<file path="src/rtl/seu_voter_pkg.sv">
// Shared types and helpers for the TMR word voter and its per-lane health FSMs.
package seu_voter_pkg;

    localparam int NUM_LANES = 3;

    typedef enum logic [1:0] {
        HEALTHY = 2'd0,
        SUSPECT = 2'd1,
        RETIRED = 2'd2
    } lane_state_e;

    typedef struct packed {
        logic                 err1;
        logic                 err2;
        logic [NUM_LANES-1:0] lane_err;
    } vote_status_t;

    function automatic logic [1:0] count_retired(input logic [NUM_LANES-1:0] retired);
        count_retired = {1'b0, retired[0]} + {1'b0, retired[1]} + {1'b0, retired[2]};
    endfunction

endpackage

</file>
<file path="src/rtl/tmr_voter_lane_fsm.sv">
// Health tracker for one redundant lane: counts consecutive attributed mismatches
// and retires the lane once the run reaches FAULT_THRESH.
module tmr_voter_lane_fsm
    import seu_voter_pkg::*;
#(
    parameter int CNT_WIDTH    = 8,
    parameter int FAULT_THRESH = 4
) (
    input  logic        clk_i,
    input  logic        rst_i,
    input  logic        valid,
    input  logic        attributed,
    input  logic        unattrib_err2,
    input  logic        clear,
    output lane_state_e state,
    output logic        retired
);

    localparam logic [CNT_WIDTH-1:0] THRESH  = CNT_WIDTH'(FAULT_THRESH);
    localparam logic [CNT_WIDTH-1:0] RUN_ONE = CNT_WIDTH'(1);

    lane_state_e          state_r;
    lane_state_e          state_s;
    logic [CNT_WIDTH-1:0] run_r;
    logic [CNT_WIDTH-1:0] run_s;

    // State and run-length registers.
    always_ff @(posedge clk_i) begin
        if (rst_i) begin
            state_r <= HEALTHY;
            run_r   <= {CNT_WIDTH{1'b0}};
        end else begin
            state_r <= state_s;
            run_r   <= run_s;
        end
    end

    // Next-state logic; clear overrides any update from a coincident sample.
    always_comb begin
        state_s = state_r;
        run_s   = run_r;
        if (clear) begin
            state_s = HEALTHY;
            run_s   = {CNT_WIDTH{1'b0}};
        end else if (valid) begin
            case (state_r)
                HEALTHY: begin
                    if (attributed) begin
                        run_s   = RUN_ONE;
                        state_s = (RUN_ONE >= THRESH) ? RETIRED : SUSPECT;
                    end else begin
                        state_s = HEALTHY;
                    end
                end
                SUSPECT: begin
                    if (attributed) begin
                        run_s   = run_r + RUN_ONE;
                        state_s = ((run_r + RUN_ONE) >= THRESH) ? RETIRED : SUSPECT;
                    end else if (!unattrib_err2) begin
                        state_s = HEALTHY;
                        run_s   = {CNT_WIDTH{1'b0}};
                    end else begin
                        state_s = SUSPECT;
                    end
                end
                RETIRED: begin
                    state_s = RETIRED;
                end
                default: begin
                    state_s = HEALTHY;
                    run_s   = {CNT_WIDTH{1'b0}};
                end
            endcase
        end else begin
            state_s = state_r;
        end
    end

    assign state   = state_r;
    assign retired = (state_r == RETIRED);

endmodule

</file>
<file path="src/rtl/tmr_voter_monitor.sv">
// Registered TMR word voter with per-lane health tracking and degraded 2-lane mode.
// Define TMR_VOTER_CNT_EN to build the saturating error1/error2 event counters.
module tmr_voter_monitor
    import seu_voter_pkg::*;
#(
    parameter int IN_WIDTH     = 32,
    parameter int CNT_WIDTH    = 8,
    parameter int FAULT_THRESH = 4
) (
    input  logic                 clk_i,
    input  logic                 rst_i,
    input  logic                 valid_i,
    input  logic [IN_WIDTH-1:0]  in0_i,
    input  logic [IN_WIDTH-1:0]  in1_i,
    input  logic [IN_WIDTH-1:0]  in2_i,
    input  logic                 clear_i,
    output logic                 valid_o,
    output logic [IN_WIDTH-1:0]  out_o,
    output logic                 error1_o,
    output logic                 error2_o,
    output logic [2:0]           lane_err_o,
    output logic [2:0]           lane_faulty_o,
    output logic [CNT_WIDTH-1:0] err1_cnt_o,
    output logic [CNT_WIDTH-1:0] err2_cnt_o
);

    lane_state_e          lane_state_s [NUM_LANES];
    logic [NUM_LANES-1:0] retired_s;
    vote_status_t         vote_s;
    logic [IN_WIDTH-1:0]  vote_word_s;
    logic [IN_WIDTH-1:0]  pair_a_s;
    logic [IN_WIDTH-1:0]  pair_b_s;
    logic                 eq01_s;
    logic                 eq02_s;
    logic                 eq12_s;

    assign eq01_s = (in0_i == in1_i);
    assign eq02_s = (in0_i == in2_i);
    assign eq12_s = (in1_i == in2_i);

    // Majority vote over the lanes that are not retired at the time of the sample.
    always_comb begin
        vote_word_s     = in0_i;
        vote_s.err1     = 1'b0;
        vote_s.err2     = 1'b0;
        vote_s.lane_err = 3'b000;
        pair_a_s        = in0_i;
        pair_b_s        = in1_i;
        case (count_retired(retired_s))
            2'd0: begin
                if (eq01_s && eq02_s) begin
                    vote_word_s = in0_i;
                end else if (eq01_s) begin
                    vote_s.err1     = 1'b1;
                    vote_s.lane_err = 3'b100;
                end else if (eq02_s) begin
                    vote_s.err1     = 1'b1;
                    vote_s.lane_err = 3'b010;
                end else if (eq12_s) begin
                    vote_word_s     = in1_i;
                    vote_s.err1     = 1'b1;
                    vote_s.lane_err = 3'b001;
                end else begin
                    vote_s.err1 = 1'b1;
                    vote_s.err2 = 1'b1;
                end
            end
            2'd1: begin
                if (retired_s[0]) begin
                    pair_a_s = in1_i;
                    pair_b_s = in2_i;
                end else if (retired_s[1]) begin
                    pair_a_s = in0_i;
                    pair_b_s = in2_i;
                end else begin
                    pair_a_s = in0_i;
                    pair_b_s = in1_i;
                end
                vote_word_s = pair_a_s;
                if (pair_a_s != pair_b_s) begin
                    vote_s.err1 = 1'b1;
                    vote_s.err2 = 1'b1;
                end else begin
                    vote_s.err1 = 1'b0;
                end
            end
            default: begin
                vote_s.err2 = 1'b1;
                if (!retired_s[0]) begin
                    vote_word_s = in0_i;
                end else if (!retired_s[1]) begin
                    vote_word_s = in1_i;
                end else if (!retired_s[2]) begin
                    vote_word_s = in2_i;
                end else begin
                    vote_word_s = in0_i;
                end
            end
        endcase
    end

    for (genvar gi = 0; gi < NUM_LANES; gi++) begin : g_lane
        tmr_voter_lane_fsm #(
            .CNT_WIDTH    (CNT_WIDTH),
            .FAULT_THRESH (FAULT_THRESH)
        ) u_lane (
            .clk_i         (clk_i),
            .rst_i         (rst_i),
            .valid         (valid_i),
            .attributed    (vote_s.lane_err[gi]),
            .unattrib_err2 (vote_s.err2),
            .clear         (clear_i),
            .state         (lane_state_s[gi]),
            .retired       (retired_s[gi])
        );
        assign lane_faulty_o[gi] = (lane_state_s[gi] == RETIRED);
    end

    // Output and status registers; data fields load only with a valid sample.
    always_ff @(posedge clk_i) begin
        if (rst_i) begin
            valid_o    <= 1'b0;
            out_o      <= {IN_WIDTH{1'b0}};
            error1_o   <= 1'b0;
            error2_o   <= 1'b0;
            lane_err_o <= 3'b000;
        end else begin
            valid_o <= valid_i;
            if (valid_i) begin
                out_o      <= vote_word_s;
                error1_o   <= vote_s.err1;
                error2_o   <= vote_s.err2;
                lane_err_o <= vote_s.lane_err;
            end
        end
    end

`ifdef TMR_VOTER_CNT_EN
    localparam logic [CNT_WIDTH-1:0] CNT_MAX = {CNT_WIDTH{1'b1}};
    localparam logic [CNT_WIDTH-1:0] CNT_ONE = CNT_WIDTH'(1);

    logic [CNT_WIDTH-1:0] err1_cnt_r;
    logic [CNT_WIDTH-1:0] err2_cnt_r;

    // Saturating event counters; clear beats a coincident increment.
    always_ff @(posedge clk_i) begin
        if (rst_i || clear_i) begin
            err1_cnt_r <= {CNT_WIDTH{1'b0}};
            err2_cnt_r <= {CNT_WIDTH{1'b0}};
        end else if (valid_i) begin
            if (vote_s.err1 && (err1_cnt_r != CNT_MAX)) begin
                err1_cnt_r <= err1_cnt_r + CNT_ONE;
            end
            if (vote_s.err2 && (err2_cnt_r != CNT_MAX)) begin
                err2_cnt_r <= err2_cnt_r + CNT_ONE;
            end
        end
    end

    assign err1_cnt_o = err1_cnt_r;
    assign err2_cnt_o = err2_cnt_r;
`else
    assign err1_cnt_o = {CNT_WIDTH{1'b0}};
    assign err2_cnt_o = {CNT_WIDTH{1'b0}};
`endif

endmodule

</file>
<file path="config.mk">
export PLATFORM = sky130hd
export DESIGN_NAME = tmr_voter_monitor
export DESIGN_NICKNAME = d
export VERILOG_FILES = /design/src/rtl/seu_voter_pkg.sv /design/src/rtl/tmr_voter_lane_fsm.sv /design/src/rtl/tmr_voter_monitor.sv
export SDC_FILE = /design/constraint.sdc
export NUM_CORES = 1
export LEC_CHECK = 0
export BUFFER_PORTS_ARGS = -buffer_cell sky130_fd_sc_hd__buf_2
export CAP_MARGIN = 15
export CORE_MARGIN = 2
export CORE_UTILIZATION = 56
export CTS_CLUSTER_SIZE = 8
export DETAILED_ROUTE_END_ITERATION = 7
export PLACE_DENSITY = 0.89
export SYNTH_ARGS = -nofsm -noshare
export SYNTH_HDL_FRONTEND = slang
export SYNTH_SLANG_ARGS = --single-unit
export TNS_END_PERCENT = 5
</file>
<file path="constraint.sdc">
create_clock -name clk_i -period 3.75 [get_ports clk_i]
set_input_delay 0.75 -clock clk_i [delete_from_list [all_inputs] [get_ports clk_i]]
set_output_delay 0.75 -clock clk_i [all_outputs]
set_load 0.02 [all_outputs]
</file>
; ---- Word level (Yosys, flattened, before mapping)
; Index checks and enable logic that the tools add are counted.
[totals]
reg_bits = 68
latch_bits = 0
mem_bits_rw = 0
mem_bits_ro = 0
out_inout_bits = 57
word_cells = 95
n_memories = 0
[op_classes]
addsub = 5
mul = 0
div_mod_pow = 0
magnitude_cmp = 3
eq_ne = 17
n_shift = 0
mux = 47
n_bitwise = 3
n_reduce_logical = 9
[ops]
columns = cell, count
row1 = $mux 32, 12
row2 = $eq 32x32->1, 3
row3 = $pmux 8 s3, 3
row4 = $pmux 32 s2, 1
row5 = $mux 8, 7
row6 = $ne 32x32->1, 1
row7 = $add 8x1->8 const B, 3
row8 = $ge 8x3->1 const B, 3
row9 = $pmux 2 s3, 3
row10 = $mux 2, 7
row11 = $reduce_and 4->1, 3
row12 = $mux 1, 9
row13 = $ne 3x2->1 const B, 3
row14 = $eq 2x1->1 const B, 4
row15 = $logic_not 2->1, 4
row16 = $eq 2x2->1 const B, 3
row17 = $mux 3, 2
row18 = $ne 2x1->1 const B, 3
row19 = $mux 5, 1
row20 = $pmux 1 s2, 2
row21 = $not 1->1, 3
row22 = $add 1x1->2, 1
row23 = $add 2x1->2, 1
row24 = $reduce_or 2->1, 1
row25 = $logic_and 1x1->1, 1

; ---- Longest topological paths before layout
; Gate-level depths: netlist of run 1.
[logic_depth]
ltp_word = 11
depth_mapped = 16
depth_no_buf = 11

; ---- By module
; Synthesis of run 1 repeated with hierarchy kept, for this count alone.
[hier_totals]
cells_unflattened = 1021
area_unflattened_um2 = 7623.6
[modules_own_cells]
columns = mod, instances, cells_each, area_per_inst_um2, seq_area_each_um2
row1 = tmr_voter_monitor, 1, 781, 5570.3, 760.7
row2 = tmr_voter_lane_fsm, 3, 80, 684.4, 200.2

; ---- Worst setup path after synthesis of run 1
; OpenSTA, ideal clock, no wires.
[synth_path]
path_type = register to register
start = register g_lane[0].u_lane.state_r[1]
end = register g_lane[1].u_lane.run_r[4]
setup_ns = 0.116
arrival_ns = 3.323
path_slack_ns = 0.312
path_stages_with_launch = 16
period_less_slack_ns = 3.438
cell_sequence = dfxtp_1 buf_2 nand2b_2 buf_2 buf_2 clkbuf_1 clkbuf_1 xnor2_1 ha_1 a21o_1 nor2_1 nand4_1 nor2_1 o21ai_0 or3_1 a31o_1
[synth_between]
elab_chain_cells = 8
word_cells_on_any_way = 18
cone_classes = add/sub (2) / eq/ne (5) / mux (9) / reduce/logical (2)
[synth_lines]
columns = item, line
row1 = "start, declared", tmr_voter_lane_fsm.sv:22  ; lane_state_e state_r;
row2 = "start signal, assigned", tmr_voter_lane_fsm.sv:33  ; state_r <= state_s;
row3 = $eq 2x2->1 *, tmr_voter_lane_fsm.sv:80  ; assign retired = (state_r == RETIRED);
row4 = $mux 32, tmr_voter_monitor.sv:69  ; if (retired_s[0]) begin
row5 = $mux 32, tmr_voter_monitor.sv:49  ; case (count_retired(retired_s))
row6 = $ne 32x32->1, tmr_voter_monitor.sv:80  ; if (pair_a_s != pair_b_s) begin
row7 = $mux 1, tmr_voter_monitor.sv:80
row8 = $pmux 1 s2, tmr_voter_monitor.sv:49
row9 = $ne 3x2->1 (no line), --
row10 = $reduce_and 4->1 (no line), --
row11 = "end signal, assigned", tmr_voter_lane_fsm.sv:31  ; run_r <= {CNT_WIDTH{1'b0}};
row12 = "end signal, assigned", tmr_voter_lane_fsm.sv:34  ; run_r <= run_s;
row13 = "end, declared", tmr_voter_lane_fsm.sv:24  ; logic [CNT_WIDTH-1:0] run_r;
; Every way passes the cells marked *; elsewhere a longest branch is shown, timed or not. The select of a mux whose other input is x is not followed.
; A chain may end at the register's enable or synchronous reset.

; ---- Worst setup path after layout of run 1
[layout_path]
start = register g_lane[1].u_lane.state_r[0]
end = register g_lane[1].u_lane.run_r[4]
[layout_between]
elab_chain_cells = 9
word_cells_on_any_way = 20
cone_classes = add/sub (2) / eq/ne (6) / mux (8) / bitwise (1) / reduce/logical (3)
[layout_lines]
columns = item, line
row1 = "start, declared", tmr_voter_lane_fsm.sv:22
row2 = "start signal, assigned", tmr_voter_lane_fsm.sv:33
row3 = $eq 2x2->1, "tmr_voter_lane_fsm.sv:46, tmr_voter_lane_fsm.sv:80"
row4 = $mux 32, tmr_voter_monitor.sv:72  ; end else if (retired_s[1]) begin
row5 = $mux 32, tmr_voter_monitor.sv:69
row6 = $mux 32, tmr_voter_monitor.sv:49
row7 = $ne 32x32->1, tmr_voter_monitor.sv:80
row8 = $mux 1, tmr_voter_monitor.sv:80
row9 = $pmux 1 s2, tmr_voter_monitor.sv:49
row10 = $ne 3x2->1 (no line), --
row11 = $reduce_and 4->1 (no line), --
; Parallel ways exist; a longest one is shown, timed or not. The select of a mux whose other input is x is not followed.

==> results of run 1 <==
-- cells in the mapped netlist, types with 3 or more instances --
cell | count | area (um2)
o21a_1 | 3 | 22.52
a211oi_1 | 5 | 37.54
nor4_1 | 13 | 81.33
clkbuf_1 | 101 | 379.1
nand2_1 | 71 | 266.5
nand4_1 | 65 | 406.6
o211ai_1 | 7 | 52.55
a21oi_1 | 61 | 305.3
or3_1 | 4 | 25.02
o21ai_0 | 77 | 385.4
buf_2 | 14 | 70.07
nor3b_1 | 6 | 45.04
o2111ai_1 | 4 | 35.03
a22oi_1 | 32 | 240.2
and3_1 | 14 | 87.58
dfxtp_1 | 68 | 1361
o31ai_1 | 7 | 52.55
a31oi_1 | 11 | 68.82
or4_1 | 23 | 172.7
nand3b_1 | 10 | 75.07
o221ai_1 | 4 | 35.03
inv_1 | 8 | 30.03
mux2i_1 | 35 | 350.3
nand3_1 | 44 | 220.2
a21o_1 | 8 | 60.06
nand4b_1 | 3 | 26.28
nor4b_1 | 5 | 43.79
a32o_1 | 32 | 320.3
buf_4 | 22 | 165.2
xor2_1 | 6 | 52.55
nor3_1 | 10 | 50.05
a311oi_1 | 10 | 87.58
nor2_1 | 46 | 172.7
o22ai_1 | 3 | 18.77
ha_1 | 5 | 62.56
xnor2_1 | 81 | 709.4
nand2b_1 | 8 | 50.05
buf_1 | 8 | 30.03
and2_1 | 20 | 125.1
-- power groups by stage --
stage,logic (mW),clock network [mW],registers (mW)
6_report,0.492,0.955,0.756
5_1_grt,0.525,0.998,0.758
4_1_cts,0.479,0.958,0.756
3_5_place_dp,0.475,0,0.771
3_3_place_gp,0.467,0,0.771
2_1_floorplan,0.296,0,0.798
-- sequential cells by signal, indices dropped and copies added, names as in the netlist --
signal	cells
error1_o	1
error2_o	1
g_lane.u_lane.run_r	24
g_lane.u_lane.state	6
lane_err_o	3
out_o	32
valid_o	1
-- cell type report --
type                    instances  area, um2  share of cell area (%)
inverters                       9      33.78                  0.4163
flip-flops and latches         68       1361                   16.77
clock buffers                  11      242.7                   2.991
repair buffers                171      965.9                   11.90
multi-input cells             790       5204                   64.12
well taps                     172      215.2                   2.652
clock inverters                 5      85.08                   1.048
diodes                          3      7.507                 0.09251
-- per-layer routing --
| layer | routed length [um] | vias to the layer above |
|---|---|---|
| li1 | - | 3817 |
| met1 | 8705 | 3821 |
| met2 | 10700 | 538 |
| met3 | 2421 | 102 |
| met4 | 1103 | 0 |
| met5 | 0 | - |
-- metrics by stage --
stage | power (mW) | utilization, % | worst slack [ps] | cell area [um2] | cells
global placement | 1.237 | 61.68 | 259.0 | 7752 | 1209
detailed placement | 1.247 | 61.68 | 218.7 | 7752 | 1209
finish | 2.203 | 64.57 | 408.8 | 8115 | 1229
floorplan | 1.094 | - | 311.8 | 7224 | 1013
CTS | 2.193 | 64.29 | 466.0 | 8080 | 1225
global route | 2.281 | 64.53 | 250.0 | 8110 | 1227
-- worst max-delay path, cell delays in order, from the launching register on --
cell and delay (ps):
dfxtp_1 340, nand2b_4 320, inv_2 90, buf_4 230, o311ai_1 310, a311oi_1 60, or4_1 520, nor4_1 280
nand3_1 240, o21a_1 260, or3_1 360, a31o_1 210
-- cell usage in the layout (no fill, tap or decap), drive strengths merged, types with 10 or more instances in the layout --
cell	count
a21oi	61
a22oi	32
a311oi	10
a31oi	11
a32o	32
and2	20
and3	14
buf	171
clkbuf	11
conb	16
dfxtp	68
mux2i	35
nand2	71
nand2b	10
nand3	44
nand3b	10
nand4	65
nor2	46
nor3	10
nor4	13
o21ai	79
or4	23
xnor2	81
-- final timing paths --
check                                         startpoint                                endpoint  slack [ps]
setup / recovery  g_lane[1].u_lane.state[0]$_SDFFE_PP0P_  g_lane[1].u_lane.run_r[4]$_SDFFE_PP0P_         410
hold / removal                    out_o[14]$_SDFFE_PP0P_                  out_o[14]$_SDFFE_PP0P_         460
setup reg to reg  g_lane[1].u_lane.state[0]$_SDFFE_PP0P_  g_lane[1].u_lane.run_r[4]$_SDFFE_PP0P_         410
hold reg to reg                   out_o[14]$_SDFFE_PP0P_                  out_o[14]$_SDFFE_PP0P_         460
-- cell families (layout without fill, tap and decap cells) --
logic type,after synthesis,after routing,share of synthesized area [%]
XOR/XNOR,87,87,10.63
adder cells (fa/ha/maj),5,5,0.8728
AO/OA/AOI/OAI,289,289,27.14
flip-flops,68,68,18.99
other,1,19,0.05231
buffers and inverters,155,196,9.618
multiplexers,36,36,5.045
AND/OR/NAND/NOR,357,357,27.65
==> out/metrics.cfg, run 1 <==
[setup_path]
r2r_cells = 11
path_class = reg2reg
cp-end-kind = register
arrival_ps = 3590
crit_fanout = 26
crit_required_ps = 4000
startpoint_type = register

[cts]
cts_tree = done
htree_levels = 3
clk_path_buf_depth = 2
cts_setup_buffers = 0
cts.sinks = 68
clk_pin_slew_ps = 60
cts_root_buf = clkbuf_16
cts_made_buffers = 9
cts_resized = 0
clock_latency_ps = 350
cts_hold_buf = 0

[grt]
grt_max_degree = 66
top_usage_layer = met2
grt_pass1_vias = 7272
grtUsageMet1_pct = 38.91
grtUsageMet2_pct = 53.49
grt-ovfl-total = 0
grtUsageMet3_pct = 8.136
antenna_found_initial = 3
track_usage_pct = 32.56
grt_pass1_wl_um = 35620

[floorplan]
fp.dieH_um = 117.1
die_w_um = 117.1
die_area_mm2 = 0.01372
core_area_mm2 = 0.01257
io_pins = 157
rows = 41
initial_core_util_pct = 57.03

[timing]
setup_viol = 0
whs_ps = 458.2
clock.fmax_ghz = 0.2993
fin_skew_ps = 6.714
finalMaxSlewViolations = 0
fin_setup_tns_ps = 0
hold_viol_final = 0
worstMarginPinSlew_ps = 684.5
fin_crit_ps = 3341
relSlewSlack_pct = 54.36
rsz0062_at_grt = false
period_share_pct = 89.10

[hold_path]
hold_depth = 1
hold_path.class = reg2reg

[synth]
ys_types = 71
ys_seq_area_share_pct = 18.99
syn_area_mm2 = 0.007168
synth-main-ff-cell = dfxtp_1
yosys_warnings = 0
netlist_instances = 998
ys_ff_latch = 68
syn_area_per_cell_um2 = 7.182
ys_async_sr_fraction_pct = 0
synth-edff-count = 0

[placed_design]
io_buffer_count = 140
dpl.hpwl_um = 16190
gp_congestion = 1.067

[drt]
drt_pass1_iterations = 8
wl_per_cell_um = 18.66
ant_nets = 0
via_count = 8278
drt_iter0_drc = 1142
wl_um = 22940
drcViolationCount = 0
vias_per_cell = 6.736

[power]
p_comb_share_pct = 22.3
switchingPower_uw = 666.6
ir_drop_uv = 273.1
powerDensity_mw_per_mm2 = 271.4
p_leak_nw = 3.093
intPower_mw = 1.536
switching_share_pct = 30.26
seqPwrFrac_pct = 34.3
clkPwrFrac_pct = 43.4

[outcome]
status = finished, final reports clean

[layout]
nets = 1154
syn2layout_area_growth_pct = 13.21
layout-drive-gt1-share_pct = 19.17
fillers = 1069

[run]
maxCapViolCount = 0

Power figures use the tool's default switching activity.
==> run 2, diff against run 1 <==
--- a/config.mk
+++ b/config.mk
@@ -12,6 +12,7 @@
 export CTS_CLUSTER_SIZE = 8
 export DETAILED_ROUTE_END_ITERATION = 7
 export PLACE_DENSITY = 0.89
+export REMOVE_ABC_BUFFERS = 1
 export SYNTH_ARGS = -nofsm -noshare
 export SYNTH_HDL_FRONTEND = slang
 export SYNTH_SLANG_ARGS = --single-unit
==> out/metrics.cfg, run 2 (same netlist as run 1, synthesis figures left out) <==
[drt]
ant_nets = 0  ; unchanged
via_count = 8238  ; -0.48%
wl_per_cell_um = 18.26  ; -2.1%
drt_pass1_iterations = 6  ; -2
drcViolationCount = 0  ; unchanged
vias_per_cell = 6.692  ; -0.64%
wl_um = 22480  ; -2.0%
drt_iter0_drc = 1043  ; -8.7%

[layout]
layout_commonest_cell = buf_2
layout-drive-gt1-share_pct = 19.07  ; -0.095 points
final_cell_mix = buf_2 (140), xnor2_1 (81), o21ai_0 (77)
final_util_pct = 64.86  ; +0.29 points
nets = 1154  ; unchanged
largest-register = out_o
largest_reg_flops = 32  ; unchanged
syn2layout_area_growth_pct = 13.72

[cts]
htree_levels = 3  ; unchanged
cts.sinks = 68  ; unchanged
cts_hold_buf = 0  ; unchanged
clk_pin_slew_ps = 60  ; about the same
clock_latency_ps = 350  ; about the same
cts_tree = done
cts_root_buf = clkbuf_16
cts_resized = 0  ; unchanged
cts_made_buffers = 9  ; unchanged
clk_path_buf_depth = 2  ; unchanged
cts_setup_buffers = 0  ; unchanged

[grt]
grt-ovfl-total = 0  ; unchanged
grt_pass1_wl_um = 34910  ; -2.0%
antenna_found_initial = 4  ; +1
grt_max_degree = 103  ; +56%
track_usage_pct = 32.00  ; -0.56 points
grt_pass1_vias = 7119  ; -2.1%

[hold_path]
hold_start = out_o[18]$_SDFFE_PP0P_
hold_path_end = out_o[18]$_SDFFE_PP0P_
hold_depth = 1  ; unchanged
hold_path.class = reg2reg

[floorplan]
rows = 41  ; unchanged
die_w_um = 117.1  ; unchanged
core_area_mm2 = 0.01257  ; unchanged
fp.dieH_um = 117.1  ; unchanged
io_pins = 157  ; unchanged
initial_core_util_pct = 57.03  ; unchanged
die_area_mm2 = 0.01372  ; unchanged

[timing]
relSlewSlack_pct = 48.00  ; -6.4 points
worstMarginPinSlew_ps = 779.1  ; +94.59 ps
period_share_pct = 93.65  ; +4.6 points
clock.fmax_ghz = 0.2847  ; -4.9%
hold_viol_final = 0  ; unchanged
finalMaxSlewViolations = 0  ; unchanged
setup_viol = 0  ; unchanged
fin_skew_ps = 8.220  ; +1.506 ps
rsz0062_at_grt = false
fin_crit_ps = 3512  ; +170.8 ps

[setup_path]
slowest_stage = or4_1
r2r_end = g_lane[2].u_lane.run_r[6]$_SDFFE_PP0P_
max_stage_delay_ps = 500  ; -20 ps
reg2reg_slack_ps = 240  ; -170 ps
r2r-start = g_lane[1].u_lane.state[0]$_SDFFE_PP0P_
r2r_cells = 11  ; unchanged
critPathTopFamily = simple AND/OR/NAND/NOR gates
crit_chain = nand2b_4 > inv_2 > or4_1 > and4_1 > or4_1 > nor4_1 > nand3_1 > buf_4 > o21a_1 > o21a_1 > a21bo_2
cp-end-kind = register
path_class = reg2reg
worst-path-buf-inv = 2  ; unchanged
crit_required_ps = 4000  ; about the same
crit_fanout = 25  ; -3.8%
arrival_ps = 3760  ; +170 ps
startpoint_type = register

[placed_design]
gp_congestion = 0.9555  ; -10%
dpl.hpwl_um = 15690  ; -3.1%
io_buffer_count = 140  ; unchanged

[run]
maxCapViolCount = 0  ; unchanged

[power]
design_power_total_mw = 2.318  ; +5.2%
powerDensity_mw_per_mm2 = 284.4  ; +4.8%
ir_drop_uv = 218.6  ; -20%
p_leak_nw = 3.111  ; +0.60%

[outcome]
status = finished, final reports clean

[run 2: power by group]
part	switching, mW	total (mW)	leakage (nW)	internal (mW)
Combinational	0.296	0.485	2.38	0.189
Clock	0.341	1.08	0.177	0.736
Sequential	0.0110	0.756	0.555	0.745
[run 2: worst register-to-register path: stages (launching register included)]
cell and delay, ps:
dfxtp_1 330, nand2b_4 260, inv_2 240, or4_1 510
and4_1 200, or4_1 430, nor4_1 380, nand3_1 190
buf_4 180, o21a_1 200, o21a_1 270, a21bo_2 230
[run 2: cell type report]
cell class	instances	area, um2
antenna	5	12.51
clock buffer	12	246.5
clock inverter	4	120.1
fill	1080	4417
inverter	9	33.78
multi-input combinational	790	5204
sequential	68	1361
tap	172	215.2
timing repair buffer	171	958.4
[run 2: worst max-delay path by stage]
stage	endpoint	slack, ps	startpoint	depth (start not counted)
final	g_lane[2].u_lane.run_r[6]$_SDFFE_PP0P_	240	g_lane[1].u_lane.state[0]$_SDFFE_PP0P_	11
after global placement	g_lane[2].u_lane.run_r[6]$_SDFFE_PP0P_	260	in1_i[17]	11
after floorplan	g_lane[2].u_lane.run_r[3]$_SDFFE_PP0P_	-2800	g_lane[0].u_lane.state[0]$_SDFFE_PP0P_	9
after detailed placement	g_lane[1].u_lane.run_r[4]$_SDFFE_PP0P_	160	in1_i[17]	10
after CTS	g_lane[2].u_lane.run_r[6]$_SDFFE_PP0P_	310	g_lane[1].u_lane.state[0]$_SDFFE_PP0P_	11
after global routing	g_lane[1].u_lane.run_r[5]$_SDFFE_PP0P_	30	g_lane[1].u_lane.state[0]$_SDFFE_PP0P_	11
[run 2: per-stage QoR]
step / std cells / hold slack, ps / TNS, ps / cell area, um2 / setup WS [ps]
global route: 1229 / 473.5 / 0 / 8147 / 33.45
CTS: 1226 / 461.0 / 0 / 8139 / 305.3
floorplan: 867 / 456.4 / -111280 / 6569 / -2797
finish: 1231 / 457.8 / 0 / 8152 / 238.0
detailed placement: 1210 / 449.1 / 0 / 7772 / 157.6
global placement: 1210 / 441.3 / 0 / 7772 / 261.4
[run 2: layer usage]
metal	share of wire, %	track usage (%)	up-vias
met5	0	0	-
met4	4.8	16.47	0
met3	12	7.570	93
met2	45	52.49	542
met1	38	39.04	3779
li1	-	-	3824
==> run 3, diff against run 2 <==
--- a/config.mk
+++ b/config.mk
@@ -11,7 +11,7 @@
 export CORE_UTILIZATION = 56
 export CTS_CLUSTER_SIZE = 8
 export DETAILED_ROUTE_END_ITERATION = 7
-export PLACE_DENSITY = 0.89
+export PLACE_DENSITY = 0.8
 export REMOVE_ABC_BUFFERS = 1
 export SYNTH_ARGS = -nofsm -noshare
 export SYNTH_HDL_FRONTEND = slang
==> out/metrics.cfg, run 3 (same netlist as run 1, synthesis figures left out) <==
[outcome]
status = finished, final reports clean

[placed_design]
io_buffer_count = 140  ; unchanged
place_inst = 1207  ; -0.25%
dpl.hpwl_um = 15950  ; +1.7%
gp_congestion = 0.9700  ; +1.5%

[power]
powerDensity_mw_per_mm2 = 267.3  ; -6.0%
p_leak_nw = 3.081  ; -0.96%
ir_drop_uv = 201.2  ; -8.0%

[grt]
track_usage_pct = 32.09  ; +0.090 points
grt_max_degree = 103  ; unchanged
antenna_found_initial = 2  ; -2
grt-ovfl-total = 0  ; unchanged
grt_pass1_wl_um = 34890  ; about the same
grt_pass1_vias = 6808  ; -4.4%

[drt]
met1_length_um = 9471  ; +10%
routed.top_layer = met5
via_count = 8089  ; -1.8%
wl_um = 22640  ; +0.70%
drcViolationCount = 0  ; unchanged
vias_per_cell = 6.619  ; -1.1%
drt_pass1_iterations = 6  ; unchanged
ant_nets = 0  ; unchanged
routed-wl-met2_um = 10260  ; +0.92%
wl_per_cell_um = 18.53  ; +1.4%
wl_met3_um = 2026  ; -23%
drt_iter0_drc = 929  ; -11%

[setup_path]
arrival_ps = 3650  ; -110 ps
path_class = reg2reg
crit_required_ps = 4000  ; about the same
slowest_stage = inv_1
cp-end-kind = register
startpoint_type = register
max_stage_delay_ps = 410  ; -90 ps
critPathTopFamily = simple AND/OR/NAND/NOR gates
crit_fanout = 16  ; -36%
worst-path-buf-inv = 2  ; unchanged
crit_chain = nand2b_4 > inv_1 > buf_4 > o21ai_0 > and4_1 > or4_1 > nor4_1 > nand3_1 > o21a_1 > or3_1 > a31o_1

[cts]
clk_pin_slew_ps = 60  ; about the same
cts_tree = done
cts_made_buffers = 9  ; unchanged
cts_root_buf = clkbuf_16
cts.sinks = 68  ; unchanged
clk_path_buf_depth = 2  ; unchanged
cts_setup_buffers = 0  ; unchanged
clock_latency_ps = 360  ; about the same
cts_resized = 0  ; unchanged
cts_hold_buf = 0  ; unchanged
htree_levels = 3  ; unchanged

[timing]
rsz0062_at_grt = false
relSlewSlack_pct = 48.74  ; +0.74 points
clock.fmax_ghz = 0.2935  ; +3.1%
setup_viol = 0  ; unchanged
fin_crit_ps = 3408  ; -104.4 ps
worstMarginPinSlew_ps = 768.1  ; -11.05 ps
period_share_pct = 90.87  ; -2.8 points
finalMaxSlewViolations = 0  ; unchanged
hold_viol_final = 0  ; unchanged
whs_ps = 459.7  ; +1.976 ps
fin_skew_ps = 9.116  ; +0.8965 ps

[floorplan]
core_area_mm2 = 0.01257  ; unchanged
rows = 41  ; unchanged
die_w_um = 117.1  ; unchanged
fp.dieH_um = 117.1  ; unchanged
io_pins = 157  ; unchanged
initial_core_util_pct = 57.03  ; unchanged
die_area_mm2 = 0.01372  ; unchanged

[hold_path]
hold_path.class = reg2reg

[layout]
stdcell_count = 1222  ; -0.73%
largest_reg_flops = 32  ; unchanged
nets = 1151  ; -0.26%
syn2layout_area_growth_pct = 12.81
layout-drive-gt1-share_pct = 18.86  ; -0.21 points
largest-register = out_o
diodes = 0  ; -5
final_cell_mix = buf_2 (140), xnor2_1 (81), o21ai_0 (77)
layout_commonest_cell = buf_2
final_util_pct = 64.34  ; -0.52 points

[run]
maxCapViolCount = 0  ; unchanged

-- run 3: path summary, 6_finish.rpt --
kind                                                        startpoint                                     end  slack [ps]  depth (start not counted)
worst max-delay path            g_lane[0].u_lane.state[0]$_SDFFE_PP0P_  g_lane[1].u_lane.run_r[4]$_SDFFE_PP0P_         340                         11
worst min-delay path                             out_o[7]$_SDFFE_PP0P_                   out_o[7]$_SDFFE_PP0P_         460                          1
worst max register to register  g_lane[0].u_lane.state[0]$_SDFFE_PP0P_  g_lane[1].u_lane.run_r[4]$_SDFFE_PP0P_         340                         11
worst min register to register                   out_o[7]$_SDFFE_PP0P_                   out_o[7]$_SDFFE_PP0P_         460                          1
-- run 3: where the power goes --
| group | leakage [nW] | switching (mW) | internal (mW) | total (mW) |
|---|---|---|---|---|
| Combinational | 2.38 | 0.299 | 0.189 | 0.488 |
| Sequential | 0.555 | 0.0111 | 0.745 | 0.756 |
| Clock | 0.148 | 0.342 | 0.576 | 0.918 |
-- run 3: final cells by class --
class                           instances  area (um2)
Timing Repair Buffer                  168       960.9
Clock inverter                          5       77.57
Fill cell                            1143        4482
Inverter                                9       33.78
Sequential cell                        68        1361
Clock buffer                           10       229.0
Multi-Input combinational cell        790        5209
Tap cell                              172       215.2
-- run 3: stage by stage --
stage / TNS, ps / worst slack [ps] / area (um2) / power (mW)
finish: 0 / 342.3 / 8087 / 2.162
global route: 0 / 133.9 / 8087 / 2.231
CTS: 0 / 364.7 / 8087 / 2.155
detailed placement: 0 / 120.9 / 7780 / 1.246
global placement: 0 / 137.9 / 7780 / 1.240
floorplan: -111280 / -2797 / 6569 / 1.022
-- run 3: routing by layer --
layer / track usage, % / up-vias
met5: 0 / -
li1: - / 3807
met2: 50.46 / 451
met1: 42.92 / 3764
met3: 5.664 / 65
met4: 14.51 / 2
